[src/rtl/fnd_pkg.sv]
// Shared definitions for the FND scan controller: segment constants,
// scan state encoding, the scan state record and timing helpers.
package fnd_pkg;

  // All segments dark (active-low drive).
  localparam logic [6:0] SEG_OFF = 7'h7F;

  // Per-slot phase: dark guard interval, then the digit is driven.
  typedef enum logic {
    BLANK = 1'b0,
    DRIVE = 1'b1
  } scan_state_t;

  // Scan state kept as one record so checkers can bind to a single signal.
  // idx is 3 bits because at most 8 digits are supported.
  typedef struct packed {
    scan_state_t state;
    logic [2:0]  idx;
    logic        pending;
  } scan_dbg_t;

  // Clocks per digit slot.
  function automatic int calc_div(input int clk_hz, input int slot_hz);
    return clk_hz / slot_hz;
  endfunction

  // Width of a counter that counts 0..div-1.
  function automatic int calc_cnt_w(input int div);
    return (div <= 2) ? 1 : $clog2(div);
  endfunction

endpackage

[src/rtl/fnd_scan_ctrl_hex7seg.sv]
// Hex nibble to active-low 7-segment pattern, bit order gfedcba.
module hex7seg (
  input  logic [3:0] nib,
  output logic [6:0] seg
);

  // Plain lookup table; b and d are the lower-case glyphs.
  always_comb begin
    seg = 7'h7F;
    case (nib)
      4'h0: seg = 7'h40;
      4'h1: seg = 7'h79;
      4'h2: seg = 7'h24;
      4'h3: seg = 7'h30;
      4'h4: seg = 7'h19;
      4'h5: seg = 7'h12;
      4'h6: seg = 7'h02;
      4'h7: seg = 7'h78;
      4'h8: seg = 7'h00;
      4'h9: seg = 7'h10;
      4'hA: seg = 7'h08;
      4'hB: seg = 7'h03;
      4'hC: seg = 7'h46;
      4'hD: seg = 7'h21;
      4'hE: seg = 7'h06;
      4'hF: seg = 7'h0E;
      default: seg = 7'h7F;
    endcase
  end

endmodule

[src/rtl/fnd_scan_ctrl.sv]
// Time-multiplexed scan controller for a common-anode 7-segment display.
// A prescaler emits a one-cycle tick every DIV clocks; each tick starts a
// new digit slot which is dark for BLANK_CYC clocks (anti-ghosting) and
// then drives the selected digit until the next tick.
//
// Load handshake: load=1 on any clock captures value_in/dp_in into a
// pending buffer. The pending buffer is copied to the displayed buffer only
// on the wrap tick (last digit -> digit 0), so a frame never mixes old and
// new data. load_ack pulses for one clock, together with frame_start, when
// the new data becomes active. A load coinciding with the wrap tick is
// committed straight from the inputs. There is no back-pressure: load is
// always accepted and a newer load simply replaces an uncommitted one.
//
// All outputs are registered; they are computed from next-state values so
// that they line up with the state register in the same clock.
// Intended ranges: DIV >= 4, 2 <= DIGITS <= 8, 1 <= BLANK_CYC < DIV.
module fnd_scan_ctrl
  import fnd_pkg::*;
#(
  parameter int CLK_HZ    = 25000000,
  parameter int SLOT_HZ   = 1000,
  parameter int DIGITS    = 4,
  parameter int BLANK_CYC = 250
) (
  input  logic                  clk,
  input  logic                  rst,
  input  logic [4*DIGITS-1:0]   value_in,
  input  logic [DIGITS-1:0]     dp_in,
  input  logic                  load,
  output logic                  load_ack,
  input  logic                  lz_en,
  output logic [DIGITS-1:0]     an,
  output logic [6:0]            seg,
  output logic                  dp,
  output logic                  frame_start
);

  localparam int DIV = calc_div(CLK_HZ, SLOT_HZ);
  localparam int CW  = calc_cnt_w(DIV);
  localparam logic [CW-1:0] LAST_CNT   = CW'(DIV - 1);
  localparam logic [CW-1:0] LAST_BLANK = CW'(BLANK_CYC - 1);
  localparam logic [2:0]    LAST_IDX   = 3'(DIGITS - 1);

  logic [CW-1:0]         pre_cnt, pre_cnt_n;
  logic [CW-1:0]         blank_cnt, blank_cnt_n;
  scan_dbg_t             st, st_n;
  logic [4*DIGITS-1:0]   active_val, active_val_n;
  logic [DIGITS-1:0]     active_dp, active_dp_n;
  logic [4*DIGITS-1:0]   pend_val, pend_val_n;
  logic [DIGITS-1:0]     pend_dp, pend_dp_n;

  logic                  tick, wrap;
  logic                  ack_n;
  logic [DIGITS-1:0]     an_n;
  logic [6:0]            seg_n;
  logic                  dp_n;
  logic [DIGITS-1:0]     zero_from;
  logic                  zero_run;
  logic [3:0]            cur_nib;
  logic                  cur_dp;
  logic                  cur_zero;
  logic                  suppress;
  logic [6:0]            dec_seg;

  assign tick = (pre_cnt == LAST_CNT);
  assign wrap = tick && (st.idx == LAST_IDX);

  // Next prescaler count, slot sequencing and buffer commit.
  always_comb begin
    pre_cnt_n    = tick ? '0 : pre_cnt + 1'b1;
    st_n         = st;
    blank_cnt_n  = blank_cnt;
    active_val_n = active_val;
    active_dp_n  = active_dp;
    pend_val_n   = pend_val;
    pend_dp_n    = pend_dp;
    ack_n        = 1'b0;

    if (tick) begin
      st_n.state  = BLANK;
      st_n.idx    = wrap ? 3'd0 : st.idx + 3'd1;
      blank_cnt_n = '0;
    end else if (st.state == BLANK) begin
      if (blank_cnt == LAST_BLANK) begin
        st_n.state = DRIVE;
      end else begin
        blank_cnt_n = blank_cnt + 1'b1;
      end
    end

    if (wrap) begin
      if (load) begin
        active_val_n = value_in;
        active_dp_n  = dp_in;
        st_n.pending = 1'b0;
        ack_n        = 1'b1;
      end else if (st.pending) begin
        active_val_n = pend_val;
        active_dp_n  = pend_dp;
        st_n.pending = 1'b0;
        ack_n        = 1'b1;
      end
    end else if (load) begin
      pend_val_n   = value_in;
      pend_dp_n    = dp_in;
      st_n.pending = 1'b1;
    end
  end

  // Select the digit to show next and work out leading-zero suppression:
  // zero_from[i] is set when nibbles i..DIGITS-1 are all zero.
  always_comb begin
    zero_run = 1'b1;
    zero_from = '0;
    for (int i = DIGITS - 1; i >= 0; i--) begin
      zero_run     = zero_run && (active_val_n[4*i +: 4] == 4'h0);
      zero_from[i] = zero_run;
    end

    cur_nib  = 4'h0;
    cur_dp   = 1'b0;
    cur_zero = 1'b0;
    for (int i = 0; i < DIGITS; i++) begin
      if (st_n.idx == 3'(i)) begin
        cur_nib  = active_val_n[4*i +: 4];
        cur_dp   = active_dp_n[i];
        cur_zero = zero_from[i];
      end
    end
    suppress = lz_en && (st_n.idx != 3'd0) && cur_zero;
  end

  hex7seg u_dec (
    .nib (cur_nib),
    .seg (dec_seg)
  );

  // Pin values for the next clock: dark in BLANK, one anode low in DRIVE.
  always_comb begin
    for (int i = 0; i < DIGITS; i++) begin
      an_n[i] = !((st_n.state == DRIVE) && (st_n.idx == 3'(i)));
    end
    if (st_n.state == DRIVE) begin
      seg_n = suppress ? SEG_OFF : dec_seg;
      dp_n  = ~cur_dp;
    end else begin
      seg_n = SEG_OFF;
      dp_n  = 1'b1;
    end
  end

  // State, buffers and registered outputs.
  always_ff @(posedge clk) begin
    if (rst) begin
      pre_cnt     <= '0;
      blank_cnt   <= '0;
      st          <= '{state: BLANK, idx: 3'd0, pending: 1'b0};
      active_val  <= '0;
      active_dp   <= '0;
      pend_val    <= '0;
      pend_dp     <= '0;
      an          <= '1;
      seg         <= SEG_OFF;
      dp          <= 1'b1;
      load_ack    <= 1'b0;
      frame_start <= 1'b0;
    end else begin
      pre_cnt     <= pre_cnt_n;
      blank_cnt   <= blank_cnt_n;
      st          <= st_n;
      active_val  <= active_val_n;
      active_dp   <= active_dp_n;
      pend_val    <= pend_val_n;
      pend_dp     <= pend_dp_n;
      an          <= an_n;
      seg         <= seg_n;
      dp          <= dp_n;
      load_ack    <= ack_n;
      frame_start <= wrap;
    end
  end

endmodule

[config.mk]
export PLATFORM = sky130hd
export DESIGN_NAME = fnd_scan_ctrl
export DESIGN_NICKNAME = d
export VERILOG_FILES = /design/src/rtl/fnd_pkg.sv /design/src/rtl/fnd_scan_ctrl_hex7seg.sv /design/src/rtl/fnd_scan_ctrl.sv
export SDC_FILE = /design/constraint.sdc
export NUM_CORES = 1
export LEC_CHECK = 0
export BUFFER_PORTS_ARGS = -buffer_cell sky130_fd_sc_hd__buf_4
export CAP_MARGIN = 5
export CORE_ASPECT_RATIO = 0.5
export CORE_MARGIN = 1
export CORE_UTILIZATION = 40
export CTS_CLUSTER_SIZE = 24
export DETAILED_ROUTE_END_ITERATION = 16
export PLACE_DENSITY = 0.54
export SYNTH_ARGS = -nofsm -noshare
export SYNTH_HDL_FRONTEND = slang
export SYNTH_SLANG_ARGS = --single-unit
[constraint.sdc]
create_clock -name clk -period 3.51 [get_ports clk]
set_input_delay 0.8775 -clock clk [delete_from_list [all_inputs] [get_ports clk]]
set_output_delay 0.8775 -clock clk [all_outputs]
set_load 0.01 [all_outputs]
==> impl_metrics.toml, run 1 <==
[floorplanning]
boundaryPins = 38
die_area_um2 = 11600
initial_utilization_pct = 42.3
cell_row_count = 26
die_y_extent_um = 76.5
die_width_um = 151
core_area_um2 = 10500

[timing]
worst_pin_slew_ns = 0.773
finalHoldViolations = 0
totalNegativeSetupSlack_ns = 0
timing.clock.skew_ns = 0.0121
finalWorstSetupSlack_ns = 0.344
slew_headroom_pct = 48.3
report.final.slew_viol_count = 0
unrepaired_setup_endpoints_after_global_routing = "false"
fmaxAchievable_mhz = 316
hold_ws_ns = 0.446
timing.final.setup_violations = 0
min_period_ns = 3.17
finalCritPeriodShare_pct = 90.2

[synth]
synth.yosys.warnings = 0
synth_top_flop_cell = "dfxtp_1"
synthesis.nets = 555
synth_xor_xnor_area_share_pct = 4.54
synth-adder-area-share_pct = 2.25
synth.mux.area_fraction_pct = 2.76
synth.cell_area_um2 = 4440
complex_gate_fraction_of_the_synthesized_area_pct = 19.9
synthSimpleGateAreaFrac_pct = 25.0
synth_seq_cells = 89
yosysSeqAreaShare_pct = 40.1
count_of_flip_flops_with_a_built_in_enable_after_synthesis = 0
yosysUniqueCellTypes = 68
main_combinational_cell_family_by_area_after_synthesis = "simple AND/OR/NAND/NOR gates"
avgSynthCellArea_um2 = 8.49
synthesis.instances = 523
synthArstFlopShare_pct = 0

[clock_tree]
cts.repair.resized = 0
clk-insertion-delay-late_ns = 0.34
clock_sink_count = 89
post_cts_buffers = 0
cts_inserted_buffers = 9
clk_root_buffer_cell = "clkbuf_16"
cts-hold-fix-buffers = 0
tritoncts = "yes"
cts_htree_levels = 3
clkTransAtPathRegs_ns = 0.07
ctsLongestPathBuffers = 2

[grt]
number_of_global_route_vias_before_repair = 3644
globalRouteOverflowTotal = 0
grt_antenna_before_repair = 0
pin_count_of_the_biggest_net_entering_global_routing = 49
grt_usage_pct = 19.9
global_route_wire_length_before_repair_mm = 18.1

[placed_design]
placement_stage_cell_area_um2 = 4840
dpl_worst_slack_ns = 0.340
finalWeightedCongestion = 0.845
placed_wire_length_estimate_after_detailed_placement_mm = 7.68
buffer_ports.inserted = 37

[routing]
number_of_design_rule_violations_left_by_the_first_detailed_router_iteration = 254
vias_per_cell = 5.41
totalWireLength_mm = 10.9
wl_per_cell_um = 15.5
detail_route.first_pass.iterations = 4
route.antenna.remaining_nets = 0
post-route-drc-count = 0
vias = 3794

[critical_path]
cp_cell_sequence = "ha_1 -> and4b_1 -> and4_4 -> mux2_2 -> nor2_1 -> a2bb2oi_1 -> o22ai_1 -> inv_1 -> ha_1 -> nor3_1 -> a211oi_1 -> o21ai_1"
worst-endpoint-required_ns = 3.78
crit_slowest_cell = "dfxtp_1"
critical_path_peak_fanout = 22
critPathMaxStageDelay_ns = 0.49
cp_common_cell = "ha_1"
critical_path_class = "register to register"
startpoint_type = "register"
cp-end-kind = "register"
worst-endpoint-arrival_ns = 3.44

[power_and_ir_drop]
final_total_pwr_mw = 2.16
ratio_of_total_power_to_cell_area_nw_per_um2 = 420
max_ir_drop_vdd_mv = 0.231
static-leakage-power_nw = 1.96

[worst_hold_path]
hold_path_class = "register to register"

[layout]
finish.net_count = 588
final_antenna_diode_count = 0
layout_commonest_cell = "dfxtp_1"
commonest_cells_after_routing_fill_and_taps_aside = "dfxtp_1 (89), nand2_1 (75), nor2_1 (64)"
n_fill_cell = 1047
finalInstanceArea_um2 = 5150
areaGrowthSynthToFinish_pct = 15.9
final_layout_size_suffix_gt1_share_pct = 17.8

[flow_run]
max-cap-violations = 0

[outcome]
status = "completed"
cell type report:
type	count	area, um2	share of cell area [%]
Timing Repair Buffer	53	398	7.73
Multi-Input combinational cell	386	2420	47.0
Inverter	17	63.8	1.24
Clock inverter	6	72.6	1.41
Sequential cell	89	1780	34.6
Tap cell	140	175	3.40
Clock buffer	10	239	4.64
stage by stage:
step | cells | utilization (%)
after floorplan | 523 | -
after global placement | 685 | 46.0
after detailed placement | 685 | 46.0
after CTS | 701 | 49.0
after global routing | 701 | 49.0
final | 701 | 49.0
worst paths after layout:
| kind | start | to | slack (ns) | cells after the start |
|---|---|---|---|---|
| worst max-delay path | st[1] | seg[3] | 0.34 | 12 |
| worst min-delay path | pre_cnt[0] | pre_cnt[0] | 0.45 | 1 |
| worst max register to register | st[1] | seg[3] | 0.34 | 12 |
| worst min register to register | pre_cnt[0] | pre_cnt[0] | 0.45 | 1 |
flip-flops by register name, summed over array words and instances (netlist names), 4 cells and up:
signal      count
pend_dp         4
seg             7
pend_val       16
st              5
an              4
active_dp       4
pre_cnt        15
blank_cnt      15
active_val     16
cells in the mapped netlist (3+ instances only):
library cell | n | share of area, %
nand3_1 | 12 | 1.4
nand4_1 | 11 | 1.5
nand2_1 | 75 | 6.3
nor2_1 | 64 | 5.4
mux2i_1 | 4 | 0.90
dfxtp_1 | 89 | 40
a211oi_1 | 7 | 1.2
nand2b_1 | 7 | 0.99
o22ai_1 | 12 | 1.7
and3_1 | 13 | 1.8
buf_1 | 3 | 0.25
a2bb2oi_1 | 3 | 0.59
o21ai_0 | 9 | 1.0
or3_1 | 6 | 0.85
a21oi_1 | 30 | 3.4
a32o_1 | 5 | 1.1
and2_1 | 5 | 0.70
xor2_1 | 18 | 3.5
xnor2_1 | 5 | 0.99
a31oi_1 | 10 | 1.4
a41oi_1 | 6 | 1.2
o211ai_1 | 3 | 0.51
nor3_1 | 11 | 1.2
mux2_2 | 4 | 1.0
buf_6 | 7 | 1.8
o21ai_1 | 3 | 0.34
inv_1 | 17 | 1.4
clkbuf_1 | 17 | 1.4
a21o_1 | 3 | 0.51
o221ai_1 | 4 | 0.79
nor2_2 | 4 | 0.56
ha_1 | 8 | 2.3
layer usage:
layer | vias up | GRT usage, % | wire, um
li1 | 1925 | - | -
met1 | 1802 | 28.2 | 5630
met2 | 63 | 30.3 | 4790
met3 | 4 | 5.33 | 394
met4 | 0 | 3.80 | 48
met5 | - | 0 | 0
kinds of logic (layout without fill, tap and decap cells):
kind of cell,Yosys count,in the layout
simple gates,226,226
compound gates,118,118
flops,89,89
buf+inv,48,86
xor+xnor,23,23
mux,11,11
fa+ha+maj,8,8
report_power, final:
part / internal (mW) / switching [mW] / total, mW / leakage (nW)
combinational: 0.0460 / 0.0659 / 0.112 / 1.09
sequential: 1.03 / 0.0151 / 1.04 / 0.723
clock: 0.581 / 0.427 / 1.01 / 0.150
total: 1.66 / 0.508 / 2.16 / 1.96
critical path: cells and delay by family (launching register included):
kind	cells	cell delay, ns
adders and majority gates	2	0.46
DFF	1	0.49
AOI/OAI and AO/OA	4	0.57
buffers and inverters	1	0.13
muxes	1	0.37
and+or+nand+nor	4	1.07
(Power assumes the default switching activity.)
==> inputs of run 2 (changes only) <==
--- a/config.mk
+++ b/config.mk
@@ -6,13 +6,14 @@
 export NUM_CORES = 1
 export LEC_CHECK = 0
 export BUFFER_PORTS_ARGS = -buffer_cell sky130_fd_sc_hd__buf_4
-export CAP_MARGIN = 5
 export CORE_ASPECT_RATIO = 0.5
 export CORE_MARGIN = 1
 export CORE_UTILIZATION = 40
+export CTS_CLUSTER_DIAMETER = 150
 export CTS_CLUSTER_SIZE = 24
 export DETAILED_ROUTE_END_ITERATION = 16
 export PLACE_DENSITY = 0.54
 export SYNTH_ARGS = -nofsm -noshare
 export SYNTH_HDL_FRONTEND = slang
+export SYNTH_HIERARCHICAL = 1
 export SYNTH_SLANG_ARGS = --single-unit
==> run 2 against run 1 <==
Sequential power about the same. Non-clock buffer count rose by 9. Global-route usage down 0.56 points. Critical path type unchanged. Clock power up 12%. Largest cell class unchanged. Cell area rose by 0.58%. Total power is 5.8% higher. Clock-buffer cell count is the same. Maximum frequency is 4.0% lower. Wire length is 5.9% lower. Cell count fell by 0.29%. Flip-flop and latch count unchanged.
==> impl_metrics.toml, run 2 <==
[outcome]
status = "completed"

[routing]
post-route-drc-count = 0
wl_per_cell_um = 14.6
vias = 3575
vias_per_cell = 5.11
route.antenna.remaining_nets = 0
number_of_design_rule_violations_left_by_the_first_detailed_router_iteration = 151
totalWireLength_mm = 10.2
detail_route.first_pass.iterations = 4

[layout]
finish.net_count = 589
final_layout_size_suffix_gt1_share_pct = 18.1
areaGrowthSynthToFinish_pct = 20.9
n_fill_cell = 1013
register_area_um2 = 1780
commonest_cells_after_routing_fill_and_taps_aside = "dfxtp_1 (88), nor2_1 (87), buf_4 (60)"
multi_input_comb_area_um2 = 2330
final_antenna_diode_count = 0
largest_registers = "active_val: 16 flops, pend_val: 16 flops"
layout_commonest_cell = "dfxtp_1"

[floorplanning]
core_area_um2 = 10300
initial_utilization_pct = 41.5
die_width_um = 148
boundaryPins = 38
die_y_extent_um = 75.2
die_area_um2 = 11100
cell_row_count = 26

[power_and_ir_drop]
ratio_of_total_power_to_cell_area_nw_per_um2 = 442
static-leakage-power_nw = 1.97
max_ir_drop_vdd_mv = 0.232

[placed_design]
finalWeightedCongestion = 0.758
buffer_ports.inserted = 37
placed_wire_length_estimate_after_detailed_placement_mm = 7.00
dpl_worst_slack_ns = 0.000933

[timing]
finalCritPeriodShare_pct = 94.0
finalHoldViolations = 0
slew_headroom_pct = 51.9
report.final.slew_viol_count = 0
timing.clock.skew_ns = 0.00780
min_period_ns = 3.30
finalWorstSetupSlack_ns = 0.211
unrepaired_setup_endpoints_after_global_routing = "false"
timing.final.setup_violations = 0
totalNegativeSetupSlack_ns = 0
worst_pin_slew_ns = 0.720
fmaxAchievable_mhz = 303

[clock_tree]
cts_htree_levels = 3
tritoncts = "yes"
clock_sink_count = 89
cts_inserted_buffers = 9
cts-hold-fix-buffers = 0
clkTransAtPathRegs_ns = 0.07
clk_root_buffer_cell = "clkbuf_16"
clk-insertion-delay-late_ns = 0.34
ctsLongestPathBuffers = 2

[synth]
synth_top_flop_cell = "dfxtp_1"
post-synth-top-area-fraction_pct = 41.6
synthesis.nets = 544
synth.yosys.warnings = 6
synthTopCellsByCount = "dfxtp_1 (89), nor2_1 (87), nand2_1 (59)"
synthesis.instances = 509
complex_gate_fraction_of_the_synthesized_area_pct = 13.7
main_combinational_cell_family_by_area_after_synthesis = "simple AND/OR/NAND/NOR gates"
synth.mux.area_fraction_pct = 4.68
avgSynthCellArea_um2 = 8.41
yosysUniqueCellTypes = 60
synthArstFlopShare_pct = 0
cell_types_occupying_the_most_area_after_synthesis = "dfxtp_1 (42%), nor2_1 (7.6%), nand2_1 (5.2%)"
synthSimpleGateAreaFrac_pct = 26.7
synth-adder-area-share_pct = 3.21
yosysSeqAreaShare_pct = 41.6
synth_top_area_cell = "dfxtp_1"
synth_most_common_cell = "dfxtp_1"
synth_seq_cells = 89
synth_xor_xnor_area_share_pct = 5.52
count_of_flip_flops_with_a_built_in_enable_after_synthesis = 0
synth.cell_area_um2 = 4280

[critical_path]
worst-endpoint-arrival_ns = 3.53
timing.critical_path.to = "seg[3]"
critical_path_peak_fanout = 19
timing.critical_path.buf_inv = 2
critPathMaxStageDelay_ns = 0.47
reg2reg_setup_slack_ns = 0.21
critical_path_class = "register to register"
cp_common_cell = "nor2_1"
timing.critical_path.from = "st[1]"
worst_r2r_path_depth = 13
worst_path_depth = 13
critical_path.top_delay_family = "simple AND/OR/NAND/NOR gates"
cp_cell_sequence = "ha_2 -> nor4bb_4 -> and4_4 -> buf_12 -> mux2_2 -> nor2_1 -> o21ai_1 -> nor2_1 -> a211oi_2 -> buf_4 -> ha_1 -> mux4_2 -> or2_1"
startpoint_type = "register"
regToRegEndpoint = "seg[3]"
worst-endpoint-required_ns = 3.74
timing.rr.start = "st[1]"
crit_slowest_cell = "mux4_2"
cp-end-kind = "register"

[grt]
globalRouteOverflowTotal = 0
grt_usage_pct = 19.4
met1_usage_pct = 27.5
grt_antenna_before_repair = 0
grt_use_met3_pct = 4.73
met2_usage_pct = 28.8
global_route_wire_length_before_repair_mm = 16.7
globalRoute.busiestLayer = "met2"
number_of_global_route_vias_before_repair = 3321
pin_count_of_the_biggest_net_entering_global_routing = 50

[worst_hold_path]
hold_path_class = "register to register"

[flow_run]
max-cap-violations = 0
[run 2: changes by cell type after synthesis, moves of 7 or more]
cell | before | now
or2_1 | 0 | 7
a31oi_1 | 10 | 1
a21oi_1 | 30 | 37
inv_1 | 17 | 10
nor2_1 | 64 | 87
nand2_1 | 75 | 59
[run 2: metrics by stage]
step / hold slack, ns / std cells / cell area, um2 / util (%) / power (mW)
finish: 0.455 / 699 / 5180 / 50.2 / 2.29
global route: 0.484 / 699 / 5180 / 50.2 / 2.37
CTS: 0.455 / 697 / 5120 / 49.6 / 2.32
detailed placement: 0.444 / 681 / 4760 / 46.2 / 1.18
global placement: 0.432 / 681 / 4760 / 46.2 / 1.18
floorplan: 0.418 / 509 / 4280 / - / 1.13
[run 2: repair_timing]
item	CTS	global route
setup endpoints to repair	0	2
setup buffers	0	1
resized for setup	0	9
[run 2: report_power, final]
| group | leakage [nW] | internal, mW | switching, mW |
|---|---|---|---|
| registers | 0.723 | 1.03 | 0.0171 |
| logic | 1.08 | 0.0488 | 0.0667 |
| clock network | 0.169 | 0.718 | 0.410 |
| total | 1.97 | 1.80 | 0.494 |
[run 2: cells by family after synthesis]
family | after synthesis
simple gates | 235
compound gates | 91
xor+xnor | 27
flops | 89
buf+inv | 39
fa+ha+maj | 11
mux | 17
[run 2: routing by layer]
metal / share of wire, % / up-vias
met4: 1.1 / 0
li1: - / 1859
met3: 2.6 / 10
met1: 55 / 1674
met5: 0 / -
met2: 41 / 32
[run 2: worst min-delay path by stage]
stage | startpoint | to | cells past startpoint
finish | pre_cnt[0] | pre_cnt[0] | 1
global route | pend_dp[0] | pend_dp[0] | 2
CTS | pre_cnt[0] | pre_cnt[0] | 1
detailed placement | pre_cnt[0] | pre_cnt[0] | 1
global placement | pre_cnt[0] | pre_cnt[0] | 1
floorplan | pre_cnt[0] | pre_cnt[0] | 1
[run 2: final cells by class]
| type | count | share of cell area (%) |
|---|---|---|
| inverter | 11 | 0.797 |
| sequential | 89 | 34.4 |
| timing repair buffer | 62 | 9.57 |
| clock buffer | 10 | 4.62 |
| tap | 140 | 3.38 |
| multi-input combinational | 381 | 45.0 |
| clock inverter | 6 | 2.22 |
==> inputs of run 3 (changes only) <==
--- a/config.mk
+++ b/config.mk
@@ -13,6 +13,7 @@
 export CTS_CLUSTER_SIZE = 24
 export DETAILED_ROUTE_END_ITERATION = 16
 export PLACE_DENSITY = 0.54
+export RECOVER_POWER = 100
 export SYNTH_ARGS = -nofsm -noshare
 export SYNTH_HDL_FRONTEND = slang
 export SYNTH_HIERARCHICAL = 1
==> run 3 against run 2 <==
The flow now finishes with violations (capacitance limit, slew limit). Critical path type unchanged. Utilization decreased by 0.68 points. Wire length fell by 0.37%. Sequential share of layout area increased by 0.47 points. Largest power group unchanged. Hold slack barely moved. Flip-flop and latch count is the same.
==> impl_metrics.toml, run 3 (synthesized netlist as in run 2, its figures left out) <==
[layout]
commonest_cells_after_routing_fill_and_taps_aside = "dfxtp_1 (88), nor2_1 (87), nand2_1 (58)"
final_layout_size_suffix_gt1_share_pct = 14.8
final_antenna_diode_count = 0
largest_registers = "active_val: 16 flops, pend_val: 16 flops"
n_fill_cell = 1019
multi_input_comb_area_um2 = 2320
finish.net_count = 589
finish.cell_count_without_fillers = 699
layout_commonest_cell = "dfxtp_1"
register_area_um2 = 1780
areaGrowthSynthToFinish_pct = 19.3

[flow_run]
max-cap-violations = 1

[routing]
vias_per_cell = 5.13
route.antenna.remaining_nets = 0
number_of_design_rule_violations_left_by_the_first_detailed_router_iteration = 138
post-route-drc-count = 0
totalWireLength_mm = 10.2
detail_route.first_pass.iterations = 4
wl_per_cell_um = 14.6
vias = 3586

[timing]
finalWorstSetupSlack_ns = 0.186
slew_headroom_pct = -52.6
timing.final.setup_violations = 0
worst_pin_slew_ns = 2.29
finalCritPeriodShare_pct = 94.7
finalHoldViolations = 0
unrepaired_setup_endpoints_after_global_routing = "false"
report.final.slew_viol_count = 50
fmaxAchievable_mhz = 301
timing.clock.skew_ns = 0.00712
totalNegativeSetupSlack_ns = 0
min_period_ns = 3.32

[clock_tree]
cts_inserted_buffers = 9
clk-insertion-delay-late_ns = 0.34
cts-hold-fix-buffers = 0
clk_root_buffer_cell = "clkbuf_16"
clock_sink_count = 89
cts_htree_levels = 3
clkTransAtPathRegs_ns = 0.07
tritoncts = "yes"
ctsLongestPathBuffers = 2

[floorplanning]
initial_utilization_pct = 41.5
die_y_extent_um = 75.2
die_area_um2 = 11100
cell_row_count = 26
boundaryPins = 38
die_width_um = 148
core_area_um2 = 10300

[critical_path]
critical_path_class = "register to register"
crit_slowest_cell = "mux4_2"
critical_path_peak_fanout = 19
worst-endpoint-arrival_ns = 3.56
cp_cell_sequence = "ha_1 -> nor4bb_4 -> and4_4 -> buf_12 -> a32oi_1 -> and3_1 -> mux2_4 -> a21oi_2 -> inv_1 -> ha_1 -> inv_1 -> mux4_2 -> or2_1"
startpoint_type = "register"
critPathMaxStageDelay_ns = 0.44
cp-end-kind = "register"
worst-endpoint-required_ns = 3.74

[placed_design]
placed_cells = 681
placed_wire_length_estimate_after_detailed_placement_mm = 7.00
finalWeightedCongestion = 0.758
dpl_worst_slack_ns = 0.000933
buffer_ports.inserted = 37

[grt]
grt_usage_pct = 19.4
global_route_wire_length_before_repair_mm = 16.7
pin_count_of_the_biggest_net_entering_global_routing = 50
globalRouteOverflowTotal = 0
number_of_global_route_vias_before_repair = 3321
grt_antenna_before_repair = 0

[power_and_ir_drop]
ratio_of_total_power_to_cell_area_nw_per_um2 = 448
static-leakage-power_nw = 1.93
max_ir_drop_vdd_mv = 0.232

[worst_hold_path]
hold_path_class = "register to register"

[outcome]
status = "finished, violations left"
violations_in_the_final_reports = "capacitance limit, slew limit"
[run 3: cell types whose count changed in the layout (fill, tap and decap cells not counted), sizes merged]
cell / change
clkbuf: +16
buf: -16
[run 3: per-stage QoR]
stage / area [um2] / power, mW / hold slack, ns / util [%]
after floorplan: 4280 / 1.13 / 0.418 / -
after global placement: 4760 / 1.18 / 0.432 / 46.2
after detailed placement: 4760 / 1.18 / 0.444 / 46.2
after CTS: 5120 / 2.32 / 0.455 / 49.6
after global routing: 5110 / 2.37 / 0.484 / 49.5
final: 5110 / 2.29 / 0.455 / 49.5
[run 3: path summary, 6_finish.rpt]
kind              startpoint         end  slack (ns)  depth (start not counted)
setup / recovery       st[1]      seg[3]        0.19                         13
hold / removal    pre_cnt[0]  pre_cnt[0]        0.46                          1
setup reg to reg       st[1]      seg[3]        0.19                         13
hold reg to reg   pre_cnt[0]  pre_cnt[0]        0.46                          1
[run 3: final cells by class]
cell class	count	area share, %
tap	140	3.43
sequential	89	34.9
clock buffer	10	4.68
timing repair buffer	62	8.53
inverter	11	0.808
multi-input combinational	381	45.4
clock inverter	6	2.25
[run 3: repair_timing]
| item | CTS | global route |
|---|---|---|
| gates resized for setup | 0 | 9 |
| endpoints found under the hold margin | 0 | 0 |
| endpoints found under the setup margin | 0 | 2 |
| setup buffers | 0 | 1 |
[run 3: per-layer routing]
layer | track usage [%] | routed length [um]
met1 | 27.5 | 5600
met2 | 28.8 | 4140
met3 | 4.73 | 281
met4 | 6.53 | 165
met5 | 0 | 0
[run 3: power by group]
group	internal [mW]	total (mW)	switching, mW
clock network	0.718	1.13	0.411
registers	1.03	1.05	0.0172
logic	0.0486	0.115	0.0660
total	1.80	2.29	0.494
[run 3: worst max-delay path, delay by kind of cell, from the launching register on]
| family | cells | cell delay, ns |
|---|---|---|
| fa+ha+maj | 2 | 0.52 |
| flops | 1 | 0.37 |
| mux | 2 | 0.73 |
| compound gates | 2 | 0.25 |
| buf+inv | 3 | 0.31 |
| simple gates | 4 | 1.03 |
